<file path="src/rtl/swap_pkg.sv">
// Shared state encoding and mode constants for the burst-swap engine.
package swap_pkg;

  typedef enum logic [1:0] {
    IDLE  = 2'd0,
    READ  = 2'd1,
    WRITE = 2'd2,
    DONE  = 2'd3
  } state_t;

  localparam logic MODE_SWAP = 1'b0;
  localparam logic MODE_COPY = 1'b1;

endpackage

</file>
<file path="src/rtl/swap_burst_ctrl.sv">
// Burst sequencer: one READ then one WRITE per word, remaining-word down-counter,
// phase strobes for the datapath in the top.
//
//   state | meaning
//   IDLE  | waiting for start; len captured on an accepted start
//   READ  | word addresses on raddr, read data captured at the edge
//   WRITE | captured data written back, addresses advance, count decrements
//   DONE  | one-cycle completion pulse
module swap_burst_ctrl
  import swap_pkg::*;
#(
  parameter int LEN_W = 8
) (
  input  logic             clk,
  input  logic             rst,
  input  logic             start,
  input  logic [LEN_W-1:0] len,
  output logic             accept,
  output logic             rd_phase,
  output logic             wr_phase,
  output logic             busy,
  output logic             done
);

  state_t           state, state_nxt;
  logic [LEN_W-1:0] remaining;

  always_ff @(posedge clk or negedge rst) begin
    if (!rst) begin
      state     <= IDLE;
      remaining <= '0;
    end else begin
      state <= state_nxt;
      if (accept)
        remaining <= len;
      else if (wr_phase)
        remaining <= remaining - LEN_W'(1);
    end
  end

  always_comb begin
    state_nxt = state;
    accept    = 1'b0;
    case (state)
      IDLE: begin
        if (start) begin
          // a zero-length request completes without touching memory
          if (len != '0) begin
            accept    = 1'b1;
            state_nxt = READ;
          end else begin
            state_nxt = DONE;
          end
        end
      end
      READ:    state_nxt = WRITE;
      WRITE:   state_nxt = (remaining > LEN_W'(1)) ? READ : DONE;
      DONE:    state_nxt = IDLE;
      default: state_nxt = IDLE;
    endcase
  end

  // decoded straight from state so an async reset drops the strobes at once
  assign rd_phase = (state == READ);
  assign wr_phase = (state == WRITE);
  assign busy     = rd_phase | wr_phase;
  assign done     = (state == DONE);

endmodule

</file>
<file path="src/rtl/swap_burst.sv">
// Burst swap/copy engine between two memory ports; holds word addresses, the
// captured read data and the mode, with sequencing in swap_burst_ctrl.
module swap_burst
  import swap_pkg::*;
#(
  parameter int ADDR_W = 32,
  parameter int DATA_W = 8,
  parameter int LEN_W  = 8
) (
  input  logic              clk,
  input  logic              rst,
  input  logic              start,
  input  logic              mode,
  input  logic [ADDR_W-1:0] addra,
  input  logic [ADDR_W-1:0] addrb,
  input  logic [LEN_W-1:0]  len,
  output logic              busy,
  output logic              done,
  output logic [ADDR_W-1:0] mem_a_raddr,
  input  logic [DATA_W-1:0] mem_a_rdata,
  output logic [ADDR_W-1:0] mem_a_waddr,
  output logic [DATA_W-1:0] mem_a_wdata,
  output logic              mem_a_wen,
  output logic [ADDR_W-1:0] mem_b_raddr,
  input  logic [DATA_W-1:0] mem_b_rdata,
  output logic [ADDR_W-1:0] mem_b_waddr,
  output logic [DATA_W-1:0] mem_b_wdata,
  output logic              mem_b_wen
);

  logic              accept, rd_phase, wr_phase;
  logic [ADDR_W-1:0] addr_a, addr_b;
  logic [DATA_W-1:0] data_a, data_b;
  logic              mode_q;

  swap_burst_ctrl #(.LEN_W(LEN_W)) u_ctrl (
    .clk      (clk),
    .rst      (rst),
    .start    (start),
    .len      (len),
    .accept   (accept),
    .rd_phase (rd_phase),
    .wr_phase (wr_phase),
    .busy     (busy),
    .done     (done)
  );

  always_ff @(posedge clk or negedge rst) begin
    if (!rst) begin
      addr_a <= '0;
      addr_b <= '0;
      data_a <= '0;
      data_b <= '0;
      mode_q <= MODE_SWAP;
    end else begin
      if (accept) begin
        addr_a <= addra;
        addr_b <= addrb;
        mode_q <= mode;
      end
      if (rd_phase) begin
        data_a <= mem_a_rdata;
        data_b <= mem_b_rdata;
      end
      // addresses wrap modulo 2^ADDR_W without notice
      if (wr_phase) begin
        addr_a <= addr_a + ADDR_W'(1);
        addr_b <= addr_b + ADDR_W'(1);
      end
    end
  end

  assign mem_a_raddr = addr_a;
  assign mem_b_raddr = addr_b;
  assign mem_a_waddr = addr_a;
  assign mem_b_waddr = addr_b;
  assign mem_a_wdata = data_b;
  assign mem_b_wdata = data_a;
  assign mem_a_wen   = wr_phase && (mode_q == MODE_SWAP);
  assign mem_b_wen   = wr_phase;

endmodule

</file>
<file path="config.mk">
export PLATFORM = sky130hd
export DESIGN_NAME = swap_burst
export DESIGN_NICKNAME = d
export VERILOG_FILES = /design/src/rtl/swap_pkg.sv /design/src/rtl/swap_burst_ctrl.sv /design/src/rtl/swap_burst.sv
export SDC_FILE = /design/constraint.sdc
export NUM_CORES = 1
export LEC_CHECK = 0
export CORE_ASPECT_RATIO = 0.9
export CORE_UTILIZATION = 45
export DETAILED_ROUTE_END_ITERATION = 12
export PLACE_DENSITY = 0.92
export SLEW_MARGIN = 20
export SYNTH_ARGS = -nofsm -noshare
export SYNTH_HDL_FRONTEND = slang
export SYNTH_SLANG_ARGS = --single-unit
</file>
<file path="constraint.sdc">
create_clock -name clk -period 5.5 [get_ports clk]
set_input_delay 0.55 -clock clk [delete_from_list [all_inputs] [get_ports clk]]
set_output_delay 0.55 -clock clk [all_outputs]
set_load 0.01 [all_outputs]
</file>
Yosys cells after proc, flatten, opt, wreduce, memory -nomap -nowiden
Index checks and enable logic that the tools add are counted.
{ "totals": {"reg_bits": 91, "latchBits": 0, "mem_bits_rw": 0, "rom_bits": 0, "n_memories": 0} }
{ "op_classes": {"n_addsub": 3, "mul": 0, "div_mod_pow": 0, "order_cmp": 1, "n_eq_ne": 4, "shifts": 0, "mux": 13, "n_bitwise": 2, "n_reduce_logical": 4} }
{ "ops": {"columns": ["op", "n"], "rows": [
  ["32-bit 2-to-1 mux", 4],
  ["32-bit by 1-bit adder with 32-bit output (second input constant)", 2],
  ["8-bit 2-to-1 mux", 2],
  ["8-bit by 1-bit > comparator with 1-bit output (second input constant)", 1],
  ["2-bit case mux with 4 select lines", 1],
  ["8-bit nonzero test", 1],
  ["8-bit by 1-bit subtractor with 8-bit output (second input constant)", 1],
  ["2-bit 2-to-1 mux", 3],
  ["2-bit == test (second input constant)", 2],
  ["1-bit 2-to-1 mux", 3],
  ["2-bit by 1-bit == test with 1-bit output (second input constant)", 1],
  ["2-bit logical NOT", 1],
  ["2-bit != test (second input constant)", 1],
  ["2-bit nonzero test", 1],
  ["1-bit logical AND", 1],
  ["1-bit NOT", 1],
  ["1-bit bitwise OR", 1]
]} }

Longest topological paths before layout
{ "depth": {"ltp_word": 6, "ltp_mapped": 8} }

Cells and area by module
A second synthesis with hierarchy kept.
{ "hier_totals": {"hier_cells": 632, "area_unflattened_um2": 5835.6} }
{ "modules_own_cells": {"columns": ["mod", "instances", "cells_per_inst", "area_each_um2", "seq_area_each_um2"], "rows": [
  ["swap_burst", 1, 565, 5156.2, 2026.9],
  ["swap_burst_ctrl", 1, 67, 679.4, 250.2]
]} }

Worst setup path after synthesis
OpenSTA, ideal clock, no wires.
{ "synth_timing": {"path_kind": "reg2out", "start": "register u_ctrl.state[0]", "end": "output mem_a_wen", "t_arrival_ns": 1.336, "required_time_ns": 4.950, "setup_slack_ns": 3.614, "stages_incl_launch_ff": 6, "cell_sequence": "dfrtp_1 -> inv_1 -> ha_1 -> buf_2 -> buf_2 -> nor2b_1"} }
{ "synth_via": {"elab_chain_len": 2} }
{ "synth_lines": {"columns": ["item", "line", "source"], "rows": [
  ["start: declaration", "swap_burst_ctrl.sv:25", "state_t state, state_nxt;"],
  ["start signal: assignment", "swap_burst_ctrl.sv:33", "state <= state_nxt;"],
  ["2-bit == test", "swap_burst_ctrl.sv:65", "assign wr_phase = (state == WRITE);"],
  ["net mem_b_wen", "swap_burst.sv:28", "output logic mem_b_wen"],
  ["1-bit logical AND", "swap_burst.sv:79", "assign mem_a_wen = wr_phase && (mode_q == MODE_SWAP);"],
  ["end: declaration", "swap_burst.sv:23", "output logic mem_a_wen,"]
]} }
The timed path passes the listed nets, and every way through them passes these cells.

Final worst setup path
{ "layout_timing": {"start": "register u_ctrl.state[0]", "end": "output mem_a_wen"} }
{ "layout_via": {"elab_chain_len": 2} }
{ "layout_lines": {"columns": ["item", "line"], "rows": [
  ["2-bit == test", "swap_burst_ctrl.sv:65"],
  ["1-bit logical AND", "swap_burst.sv:79"]
]} }
No other way between the ends.

==> reports/metrics.csv <==
metric,value,unit
Post-synth top cells,"117 x mux2i_1, 91 x dfrtp_1, 64 x buf_4, 44 x xor2_1, 35 x nand2_1",
antenna violations before repair,0,
most frequent cell after synthesis,mux2i_1,
worst-case reg-to-reg path depth,6,
crit share post-route,50.9,%
"Area growth, synth to finish",39.7,%
Worst path slowest cell,ha_4,
Power Dens Cells,601,mW/mm^2
die area,0.0136,sq mm
Seq cells post-synth,91,
largest area contributor in the netlist,dfrtp_1,
Seq pwr share,31.9,%
num ports,240,
DRC violations left,0,
GR Overflow Total,0,
Core Area,0.0128,sq mm
Rows,39,
Worst Skew,5.87,ps
Syn Area/Cell,10.4,sq um
TritonCTS clock tree,built,
clock slew at reported path FFs,60,ps
synth top area cells,"dfrtp_1 38%, mux2i_1 20%, buf_4 8.1%",
Vias,4929,
main flop type after synthesis,dfrtp_1,
Hold Crit Class,primary input to async pin,
Post-synth EDFFs,0,
min Tclk post-route,2800,ps
Clock Path Buffers,2,
PortBufs,239,
Design Power,4.98,mW
Hold WS,164,ps
Placer Congestion,0.864,
area share of the largest cell type after synthesis,38.4,%
worst-path maximum fanout,40,
initial core utilization,46.4,%
final WL,15600,um
status,"finished, final reports clean",
final non-filler cell total,905,
Worst path max stage delay,570,ps
Final Hold Vio Count,0,
Die Ht,111,um
Async SR Flop Fraction,100,%
fraction of layout cells with a size suffix above 1,6.21,%
number of global-route vias before repair,4907,
ANT nets after route,0,
Num CTS Buffers,9,
CP Data Arrival Time,2250,ps
Layout Nets,838,
Psw,1.96,mW
initial DRC count,238,
maximum clock rate,357,MHz
router iterations before antenna repair,4,
RSZ-0062 raised after global routing,false,
maxcap violations,0,
drt wl/cell,17.2,um
post-route cell area,0.00828,sq mm
Skew-Pair Late Insertion Delay,340,ps
Placement Cell Area,0.00799,sq mm
worst setup margin,2700,ps
crit path cell chain,inv_1 > ha_4 > nor2b_1 > clkdlybuf4s50_1,
post-synthesis sequential area ratio,38.4,%
share of power burned in the clock network,12.5,%
vias per inst,5.45,
CTS Root Cell,clkbuf_16,
Least-Margin Pin Slew,889,ps
Die X-Extent,123,um
diode count,0,
Critical Path End Type,primary output,
count of final setup violators,0,
Final Slew Violations,0,
Logic pwr share,55.6,%
slew margin rel.,40.7,%
H-tree lvl count,3,
worst slack at placement,2420,ps
CP Class,flip-flop to primary output,
CP startpoint kind,flip-flop,
Synth Cell Area,0.00593,sq mm
clock net sink count,91,
setup bufs post-CTS,0,
switch share,39.4,%
Fin Setup TNS,0,ps
Internal,3.02,mW
Syn. warnings,0,
first-pass GRT wire length,24700,um
cts hold-fix bufs,0,
hpwl dp,11500,um
pin count of the biggest net entering global routing,56,
All-Layer GR Usage,23.3,%
Synth Instances,570,
crit path from,u_ctrl.state[0],
"Distinct cells, synth",36,
"Data required, critical path",4950,ps
Util after Layout,64.8,%
post-CTS resize count,0,
Leak,3.12,nW
Peak VDD IR,0.329,mV
syn nets,671,
Critical R2R Launch,u_ctrl.state[0],
placed cells,890,
registers in the layout, indices dropped and copies added (netlist names):
register          count
mode_q                1
mem_a_wdata           8
u_ctrl.remaining      8
mem_b_raddr          32
mem_a_raddr          32
mem_b_wdata           8
u_ctrl.state          2
logic make-up after synthesis:
kind of cell	count (synthesis)	synth area share [%]
buf+inv	92	10.1
flops	91	38.4
fa+ha+maj	9	1.90
mux	136	23.4
simple gates	152	14.3
compound gates	24	2.22
xor+xnor	66	9.75
worst max-delay path, delay by kind of cell (launching register included):
family | cells | cell delay [ps]
and+or+nand+nor | 1 | 200
buffers and inverters | 2 | 730
adders and majority gates | 1 | 570
DFF | 1 | 400
area by class of cell:
type                            count  area (sq um)
Multi-Input combinational cell    387          3070
Fill cell                         980          4500
Sequential cell                    91          2280
Clock inverter                      2          35.0
Timing Repair Buffer              242          2410
Inverter                            6          22.5
Clock buffer                       13           260
Tap cell                          164           205
worst paths after layout:
path                              endpoint  slack [ps]
max                              mem_a_wen        2700
min reg2reg                 mem_a_wdata[1]         500
max in group asynchronous  mem_b_raddr[28]        4240
max reg2reg                mem_b_raddr[26]        2790
min                        mem_a_raddr[16]         160
min in group clk            mem_a_wdata[1]         500
power by group through the flow:
stage	clock, mW	sequential, mW	combinational, mW
floorplan	0	1.59	1.58
global placement	0	1.55	2.70
detailed placement	0	1.59	2.78
CTS	0.640	1.58	2.80
global route	0.663	1.65	2.98
finish	0.623	1.59	2.77
cells in the final DEF (no fill, tap or decap), types with 4 or more instances in the layout:
master           instances
and2_1                   5
nor2b_1                  4
nand4_1                 24
inv_1                    6
nand3_1                 28
clkdlybuf4s50_1        238
ha_1                     8
mux2i_1                117
xnor2_1                 22
nor3_1                  12
nor2_1                  13
nand2_1                 35
and3_1                  10
xor2_1                  44
buf_4                    4
dfrtp_1                 91
o21ai_1                 17
mux2_2                  17
and4_1                   5
clkbuf_16                9
layer usage:
layer / share of wire, % / track usage (%)
met1: 41 / 28.8
met4: 1.6 / 7.95
met3: 6.0 / 4.99
met5: 0 / 0
met2: 51 / 39.7
No activity file was read; power rests on OpenSTA's default activity.
